===== config.mk =====
export PLATFORM = sky130hd
export DESIGN_NAME = fetch_unit
export DESIGN_NICKNAME = d
export VERILOG_FILES = /design/src/rtl/fetch_unit.sv
export SDC_FILE = /design/constraint.sdc
export NUM_CORES = 1
export LEC_CHECK = 0
export BUFFER_PORTS_ARGS = -buffer_cell sky130_fd_sc_hd__buf_2
export CORE_ASPECT_RATIO = 0.9
export CORE_MARGIN = 5
export CORE_UTILIZATION = 49
export CTS_CLUSTER_DIAMETER = 30
export DETAILED_ROUTE_END_ITERATION = 12
export GPL_ROUTABILITY_DRIVEN = 0
export PLACE_DENSITY = 0.74
export SLEW_MARGIN = 20
export SYNTH_ARGS = -nofsm -noshare
export SYNTH_HDL_FRONTEND = slang
export SYNTH_SLANG_ARGS = --single-unit

===== constraint.sdc =====
create_clock -name clk -period 3.6 [get_ports clk]
set_input_delay 0.54 -clock clk [delete_from_list [all_inputs] [get_ports clk]]
set_output_delay 0.54 -clock clk [all_outputs]
set_load 0.02 [all_outputs]

===== src/rtl/fetch_unit.sv =====
// -----------------------------------------------------------------------------
// fetch_unit
//   Requester side of the instruction-memory interface. Presents a line address
//   to a fixed-latency 64-bit-line instruction memory, captures the returned
//   line into a one-line buffer and streams 16-bit instructions to decode with
//   a valid/ready handshake. Handles sequential advance, refills and redirects.
//
// Parameters
//   MEM_LATENCY  posedges the memory needs to produce a line (must match memory)
//   RESET_PC     PC loaded on reset (bit 0 ignored)
//
// Ports
//   clk          system clock, all state changes on posedge
//   reset        asynchronous active-high reset
//   mem_address  registered line address {line[15:3],3'b000} to memory
//   mem_ins      64-bit line from memory, sampled only on the capture edge
//   if_ready     decode accepts if_instr this cycle
//   redirect     branch/jump taken, load redirect_pc
//   redirect_pc  new PC (bit 0 forced to 0)
//   if_valid     if_instr / if_pc are valid
//   if_instr     16-bit instruction at if_pc
//   if_pc        byte address of if_instr
//
// Optional feature (macro FETCH_PERF_CNT_EN)
//   perf_wait_cycles  32-bit saturating count of cycles spent waiting on memory
//   perf_redirects    16-bit saturating count of redirect pulses
// -----------------------------------------------------------------------------
module fetch_unit #(
    parameter int          MEM_LATENCY = 5,
    parameter logic [15:0] RESET_PC    = 16'h0000
) (
    input  logic        clk,
    input  logic        reset,
    output logic [15:0] mem_address,
    input  logic [63:0] mem_ins,
    input  logic        if_ready,
    input  logic        redirect,
    input  logic [15:0] redirect_pc,
    output logic        if_valid,
    output logic [15:0] if_instr,
    output logic [15:0] if_pc
`ifdef FETCH_PERF_CNT_EN
    ,
    output logic [31:0] perf_wait_cycles,
    output logic [15:0] perf_redirects
`endif
);

    localparam int               CNT_W         = $clog2(MEM_LATENCY + 1);
    localparam logic [CNT_W-1:0] CNT_LAST      = CNT_W'(MEM_LATENCY);
    localparam logic [15:0]      RESET_PC_EVEN = RESET_PC & 16'hFFFE;
    localparam logic [15:0]      RESET_LINE    = {RESET_PC[15:3], 3'b000};

    typedef enum logic [0:0] {
        ST_REQ   = 1'b0,
        ST_SERVE = 1'b1
    } state_t;

    state_t           state_r;
    state_t           state_n_s;
    logic [15:0]      pc_r;
    logic [15:0]      pc_n_s;
    logic [15:0]      addr_n_s;
    logic [CNT_W-1:0] wait_cnt_r;
    logic [CNT_W-1:0] wait_cnt_n_s;
    logic             line_valid_r;
    logic [12:0]      line_tag_r;
    logic [63:0]      line_buf_r;
    logic             capture_s;
    logic             transfer_s;
    logic [15:0]      pc_inc_s;
    logic [12:0]      tgt_line_s;

    // Select 16-bit instruction slot sel of a 64-bit line.
    function automatic logic [15:0] slot_word(input logic [63:0] line, input logic [1:0] sel);
        logic [15:0] w;
        case (sel)
            2'b00:   w = line[15:0];
            2'b01:   w = line[31:16];
            2'b10:   w = line[47:32];
            2'b11:   w = line[63:48];
            default: w = 16'h0000;
        endcase
        return w;
    endfunction

    // Next-state computation: memory wait/capture, sequential advance, redirect.
    always_comb begin
        state_n_s    = state_r;
        pc_n_s       = pc_r;
        addr_n_s     = mem_address;
        wait_cnt_n_s = wait_cnt_r;
        capture_s    = 1'b0;
        transfer_s   = (state_r == ST_SERVE) && if_ready;
        pc_inc_s     = pc_r + 16'd2;   // 16-bit add wraps FFFE -> 0000
        tgt_line_s   = redirect_pc[15:3];

        if (state_r == ST_REQ) begin
            if (wait_cnt_r == CNT_LAST) begin
                capture_s    = 1'b1;
                state_n_s    = ST_SERVE;
                wait_cnt_n_s = {CNT_W{1'b0}};
            end else begin
                wait_cnt_n_s = wait_cnt_r + CNT_W'(1);
            end
        end else begin
            if (transfer_s) begin
                pc_n_s = pc_inc_s;
                if (pc_r[2:1] == 2'b11) begin
                    state_n_s    = ST_REQ;
                    addr_n_s     = {pc_inc_s[15:3], 3'b000};
                    wait_cnt_n_s = {CNT_W{1'b0}};
                end else begin
                    state_n_s = ST_SERVE;
                end
            end else begin
                pc_n_s = pc_r;
            end
        end

        // Redirect overrides everything computed above except an ongoing
        // same-line wait, which must keep counting in step with the memory.
        if (redirect) begin
            pc_n_s = {redirect_pc[15:1], 1'b0};
            if (tgt_line_s == mem_address[15:3]) begin
                if (state_r == ST_SERVE) begin
                    state_n_s    = ST_SERVE;
                    addr_n_s     = mem_address;
                    wait_cnt_n_s = wait_cnt_r;
                end else begin
                    state_n_s = state_n_s;
                end
            end else if (line_valid_r && (tgt_line_s == line_tag_r)) begin
                // Buffered line hit: serve it. Point the address back at the
                // buffered line so that in SERVE mem_address always names it.
                state_n_s    = ST_SERVE;
                addr_n_s     = {line_tag_r, 3'b000};
                wait_cnt_n_s = {CNT_W{1'b0}};
                capture_s    = 1'b0;
            end else begin
                state_n_s    = ST_REQ;
                addr_n_s     = {tgt_line_s, 3'b000};
                wait_cnt_n_s = {CNT_W{1'b0}};
                capture_s    = 1'b0;
            end
        end else begin
            pc_n_s = pc_n_s;
        end
    end

    // State, PC, address and line-buffer registers.
    always_ff @(posedge clk or posedge reset) begin
        if (reset) begin
            state_r      <= ST_REQ;
            pc_r         <= RESET_PC_EVEN;
            mem_address  <= RESET_LINE;
            wait_cnt_r   <= {CNT_W{1'b0}};
            line_valid_r <= 1'b0;
            line_tag_r   <= 13'h0000;
            line_buf_r   <= 64'h0000_0000_0000_0000;
        end else begin
            state_r     <= state_n_s;
            pc_r        <= pc_n_s;
            mem_address <= addr_n_s;
            wait_cnt_r  <= wait_cnt_n_s;
            if (capture_s) begin
                line_buf_r   <= mem_ins;
                line_tag_r   <= mem_address[15:3];
                line_valid_r <= 1'b1;
            end
        end
    end

    // Decode-side outputs, decoded from registered state only.
    always_comb begin
        if (state_r == ST_SERVE) begin
            if_valid = 1'b1;
            if_pc    = pc_r;
            if_instr = slot_word(line_buf_r, pc_r[2:1]);
        end else begin
            if_valid = 1'b0;
            if_pc    = 16'h0000;
            if_instr = 16'h0000;
        end
    end

`ifdef FETCH_PERF_CNT_EN
    // Saturating performance counters.
    always_ff @(posedge clk or posedge reset) begin
        if (reset) begin
            perf_wait_cycles <= 32'h0000_0000;
            perf_redirects   <= 16'h0000;
        end else begin
            if ((state_r == ST_REQ) && (perf_wait_cycles != 32'hFFFF_FFFF)) begin
                perf_wait_cycles <= perf_wait_cycles + 32'd1;
            end
            if (redirect && (perf_redirects != 16'hFFFF)) begin
                perf_redirects <= perf_redirects + 16'd1;
            end
        end
    end
`endif

endmodule


# Word-level counts from Yosys, hierarchy flattened
# Cells that the tools add are included.
classes:
  n_reduce_logical: 6
  addsub: 2
  n_eq_ne: 7
  n_mux: 32
op_table:
  columns: ["op", "n"]
  rows:
  - ["2-to-1 mux 16 bit", 12]
  - ["one-hot mux 16 bit (4 select lines)", 1]
  - ["== test 13 bit", 2]
  - ["2-to-1 mux 3 bit", 7]
  - ["adder 16 x 2 -> 16 bit (second input constant)", 1]
  - ["2-to-1 mux 1 bit", 12]
  - ["== test 2 bit (second input constant)", 2]
  - ["nonzero test 2 bit", 2]
  - ["adder 3 x 1 -> 3 bit (second input constant)", 1]
  - ["== test 3 bit (second input constant)", 1]
  - ["inequality test 3 bit (second input constant)", 1]
  - ["== test 2 x 1 -> 1 bit (second input constant)", 1]
  - ["logical AND 1 bit", 2]
  - ["zero test 2 bit", 1]
  - ["AND reduction 2 bit", 1]
word_totals:
  inputBits: 84
  out_inout_bits: 49
  regBits: 114
  elab_cells: 54

# Depth between registers and ports, before layout
depth:
  ltp_word: 7
  ltp_mapped: 8
  depth_no_buf: 6

# Worst setup path after synthesis
# OpenSTA, ideal clock, no wires.
synth_timing:
  path_kind: "input to register"
  from: "input port redirect_pc[12]"
  to: "register line_buf_r[10]"
  slack_ps: 1255
  setup_ps: 127
  path_stages: 8
  arrival_ps: 2218
  cell_sequence: "xnor2_1 -> nand4_1 -> o41ai_4 -> and2_1 -> buf_2 -> buf_6 -> buf_6 -> mux2_1"
synth_via:
  elab_chain_cells: 3
synth_rtl:
  columns: ["element", "line_no", "rtl"]
  rows:
  - ["start: declaration", "38", "input logic [15:0] redirect_pc,"]
  - ["== test 13 bit", "125", "if (tgt_line_s == mem_address[15:3]) begin"]
  - ["2-to-1 mux 1 bit", "125", null]
  - ["2-to-1 mux 1 bit", "123", "if (redirect) begin"]
  - ["end signal: assignment", "167", "line_buf_r <= mem_ins;"]
  - ["end: declaration", "68", "logic [63:0] line_buf_r;"]
# No other way between the ends.
# A chain may end at the register's enable or synchronous reset.

# Worst setup path in the final report
layout_timing:
  from: "register pc_r[2]"
  to: "output port if_instr[12]"
layout_via:
  elab_chain_cells: 3
layout_rtl:
  columns: ["element", "line_no", "rtl"]
  rows:
  - ["start: declaration", "61", "logic [15:0] pc_r;"]
  - ["start signal: assignment", "163", "pc_r <= pc_n_s;"]
  - ["== test 2 bit, or another cell as far along", "77", "case (sel)"]
  - ["one-hot mux 16 bit (4 select lines) *", "77", null]
  - ["2-to-1 mux 16 bit *", "176", "if (state_r == ST_SERVE) begin"]
  - ["end: declaration", "40", "output logic [15:0] if_instr,"]
# Mark *: on every way between the ends. The rest lies on a longest branch, timed or not.

==> flow_summary_export.csv <==
group,metric,value,unit
sta,finalCriticalPeriod,3.03,ns
sta,drv_slew,0,
synthesis,ys_warn_count,0,
sta,max_slew_margin,0.392,
synthesis,synth_compound_area_frac,0.0996,
cts,htreeDepth,4,
outcome,status,"finished clean",
grt,grt_usage,0.229,
floorplan,io_pins,133,
cts,clkSinkCount,113,
cts,cts_buffers,17,
synthesis,yosysSeqAreaShare,0.504,
worst_setup_path,cp.arrival,2.49,ns
worst_setup_path,rrSetupSlack,1.01,ns
floorplan,die_y,112,microns
grt,met3_usage,0.0615,
grt,gr-usage-met2,0.365,
layout,final_common_cell,"buf_2",
worst_setup_path,endpoint_kind,"output port",
cts,path_clk_slew,0.05,ns
synthesis,synth_adder_area_share,0.00892,
synthesis,synth_simple_gate_area_frac,0.116,
cts,cts_resized,0,
synthesis,synth_top_family_by_area,"multiplexers",
job,maxCapViolations,0,
floorplan,dieArea,13700,sq um
synthesis,yosys-top-cells-area,"dfrtp_1 (50%), mux2_2 (12%), xnor2_1 (5.9%)",
sta,worstMarginPinSlew,0.912,ns
placed_design,place_hpwl,10200,microns
worst_setup_path,critical_path_class,"reg2out",
synthesis,synth_flop_cell,"dfrtp_1",
drt,postRouteAntennaNets,0,
min_path,min_path_type,"in2async",
placed_design,port-buffer-count,130,
drt,drc,0,
worst_setup_path,crit_fanout,16,
placed_design,place_area,6380,sq um
sta,setup_viol,0,
pwr,vdd_ir_drop_max,0.341,mV
synthesis,synth_edf_count,0,
layout,fill_cells,940,
cts,root_buffer,"clkbuf_16",
layout,syn_to_final_growth,24.5,%
layout,multi_input_area,2590,sq um
floorplan,initial_core_util,0.495,
layout,layout_common_cells,"buf_2 (130), dfrtp_1 (113), mux2_2 (58)",
synthesis,synth_seq_cells,113,
pwr,power_density,553,nW/um^2
pwr,power.leakage,0.00332,uW
synthesis,synth_cells,504,
synthesis,synthXorXnorAreaFrac,0.0749,
cts,cts_setup_buffers,0,
drt,viasPerCell,5.53,
floorplan,rows,37,
cts,clkLatencyLatePin,0.41,ns
synthesis,synth_mux_area_frac,0.160,
synthesis,synth_cell_types,36,
sta,fin_crit_sh,0.843,
grt,antenna_found_initial,0,
worst_setup_path,crit_path_start_kind,"flip-flop",
drt,vias,4404,
cts,cts_tree,"done",
drt,finalWirelength,14800,microns
layout,drive_gt1_frac,0.377,
worst_setup_path,cp_data_required_time,3.06,ns
placed_design,dp_slack,0.817,ns
grt,grt_overflow_total,0,
synthesis,synth_top_area_cell,"dfrtp_1",
synthesis,yosysTopAreaCellShare,0.504,
worst_setup_path,rr_worst_depth,6,
floorplan,core,11300,sq um
layout,final_area,6990,sq um
grt,grt_most_used_layer,"met2",
worst_setup_path,timing.rr.start,"mem_address[5]",
cts,clockBufferDepth,2,
sta,setup_ws,0.567,ns
synthesis,syn_avg_cell_area,11.1,sq um
synthesis,synth_area,5610,sq um
synthesis,synth_nets,592,
drt,first_pass_iters,8,
layout,diodes,0,
floorplan,die_x,123,microns
grt,grt_pass1_wl,24300,microns
synthesis,synthArstFlopShare,1.00,
drt,drt-initial-drc-count,461,
sta,rsz0062_at_grt,"no",
layout,register_area,2830,sq um
sta,max_freq,330,MHz
grt,grt_max_degree,58,
drt,routedWlPerCell,18.5,microns
cts,ctsHoldBuffers,0,
sta,finalSetupTns,0,ns
grt,grt_pass1_vias,4696,
sta,clock_skew,0.00960,ns
worst_setup_path,r2r_end,"line_buf_r[54]",
grt,globalRouteMet1Util,0.305,
layout,nNetsFinal,716,
sta,hold_viol,0,
kinds of logic (layout without fill, tap and decap cells):
kind of cell             count (synthesis)  in the layout
multiplexers                            80             80
adder cells (fa/ha/maj)                  4              4
flip-flops                             113            113
AO/OA/AOI/OAI                           76             76
AND/OR/NAND/NOR                        140            140
XOR/XNOR                                48             48
buffers and inverters                   42            178
other                                    1              1
worst max-delay path, stage by stage, from the launching register on:
cell and delay [ns]:
dfrtp_1 0.43, inv_1 0.11, ha_1 0.46, a222oi_1 0.60, nor2_1 0.09, a21oi_1 0.13
nor2_1 0.06, buf_2 0.20
cells in the mapped netlist, types with 10 or more instances:
| cell | n |
|---|---|
| xor2_1 | 10 |
| nand2_1 | 28 |
| mux2_2 | 58 |
| o21ai_0 | 21 |
| dfrtp_1 | 113 |
| mux2_1 | 19 |
| a222oi_1 | 16 |
| a21oi_1 | 21 |
| nor3_1 | 11 |
| clkbuf_1 | 23 |
| and2_1 | 13 |
| xnor2_1 | 38 |
| nand3_1 | 13 |
| nor2_1 | 51 |
layer usage:
layer	vias up	share of wire	wire length (microns)
met1	2196	0.44	6540
met2	138	0.49	7190
met4	0	0.016	237
met5	-	0	0
met3	19	0.054	791
li1	2051	-	-
stage by stage:
stage	cells	hold slack (ns)	total power, uW	util
final	796	0.251	3870	0.616
after global routing	796	0.306	4050	0.616
after CTS	796	0.272	3900	0.616
after detailed placement	765	0.453	2180	0.563
after global placement	765	0.454	2140	0.563
after floorplan	504	0.439	1980	-
where the power goes:
group | switching (uW) | internal, uW
registers | 147 | 1480
logic | 263 | 278
clock network | 568 | 1130
worst max-delay path by stage:
stage / to / start / slack [ns] / depth (start not counted)
4_1_cts: if_instr[12] / pc_r[2] / 0.59 / 7
3_5_place_dp: line_tag_r[4] / redirect_pc[15] / 0.82 / 7
5_1_grt: if_instr[7] / pc_r[2] / 0.36 / 7
3_3_place_gp: line_buf_r[63] / redirect_pc[4] / 0.83 / 7
6_report: if_instr[12] / pc_r[2] / 0.57 / 7
2_1_floorplan: line_buf_r[0] / reset / 0.07 / 1
registers in the layout, indices dropped and copies added (netlist names):
name	flops
line_tag_r	13
wait_cnt_r	3
line_buf_r	64
line_valid_r	1
mem_address	16
pc_r	15
state_r	1
layout make-up:
cell class	count	area share
well taps	156	0.0279
inverters	9	0.00519
clock buffers	21	0.0673
repair buffers	138	0.105
clock inverters	10	0.0192
flip-flops and latches	113	0.405
multi-input cells	349	0.370
No activity file was read; power rests on OpenSTA's default activity.
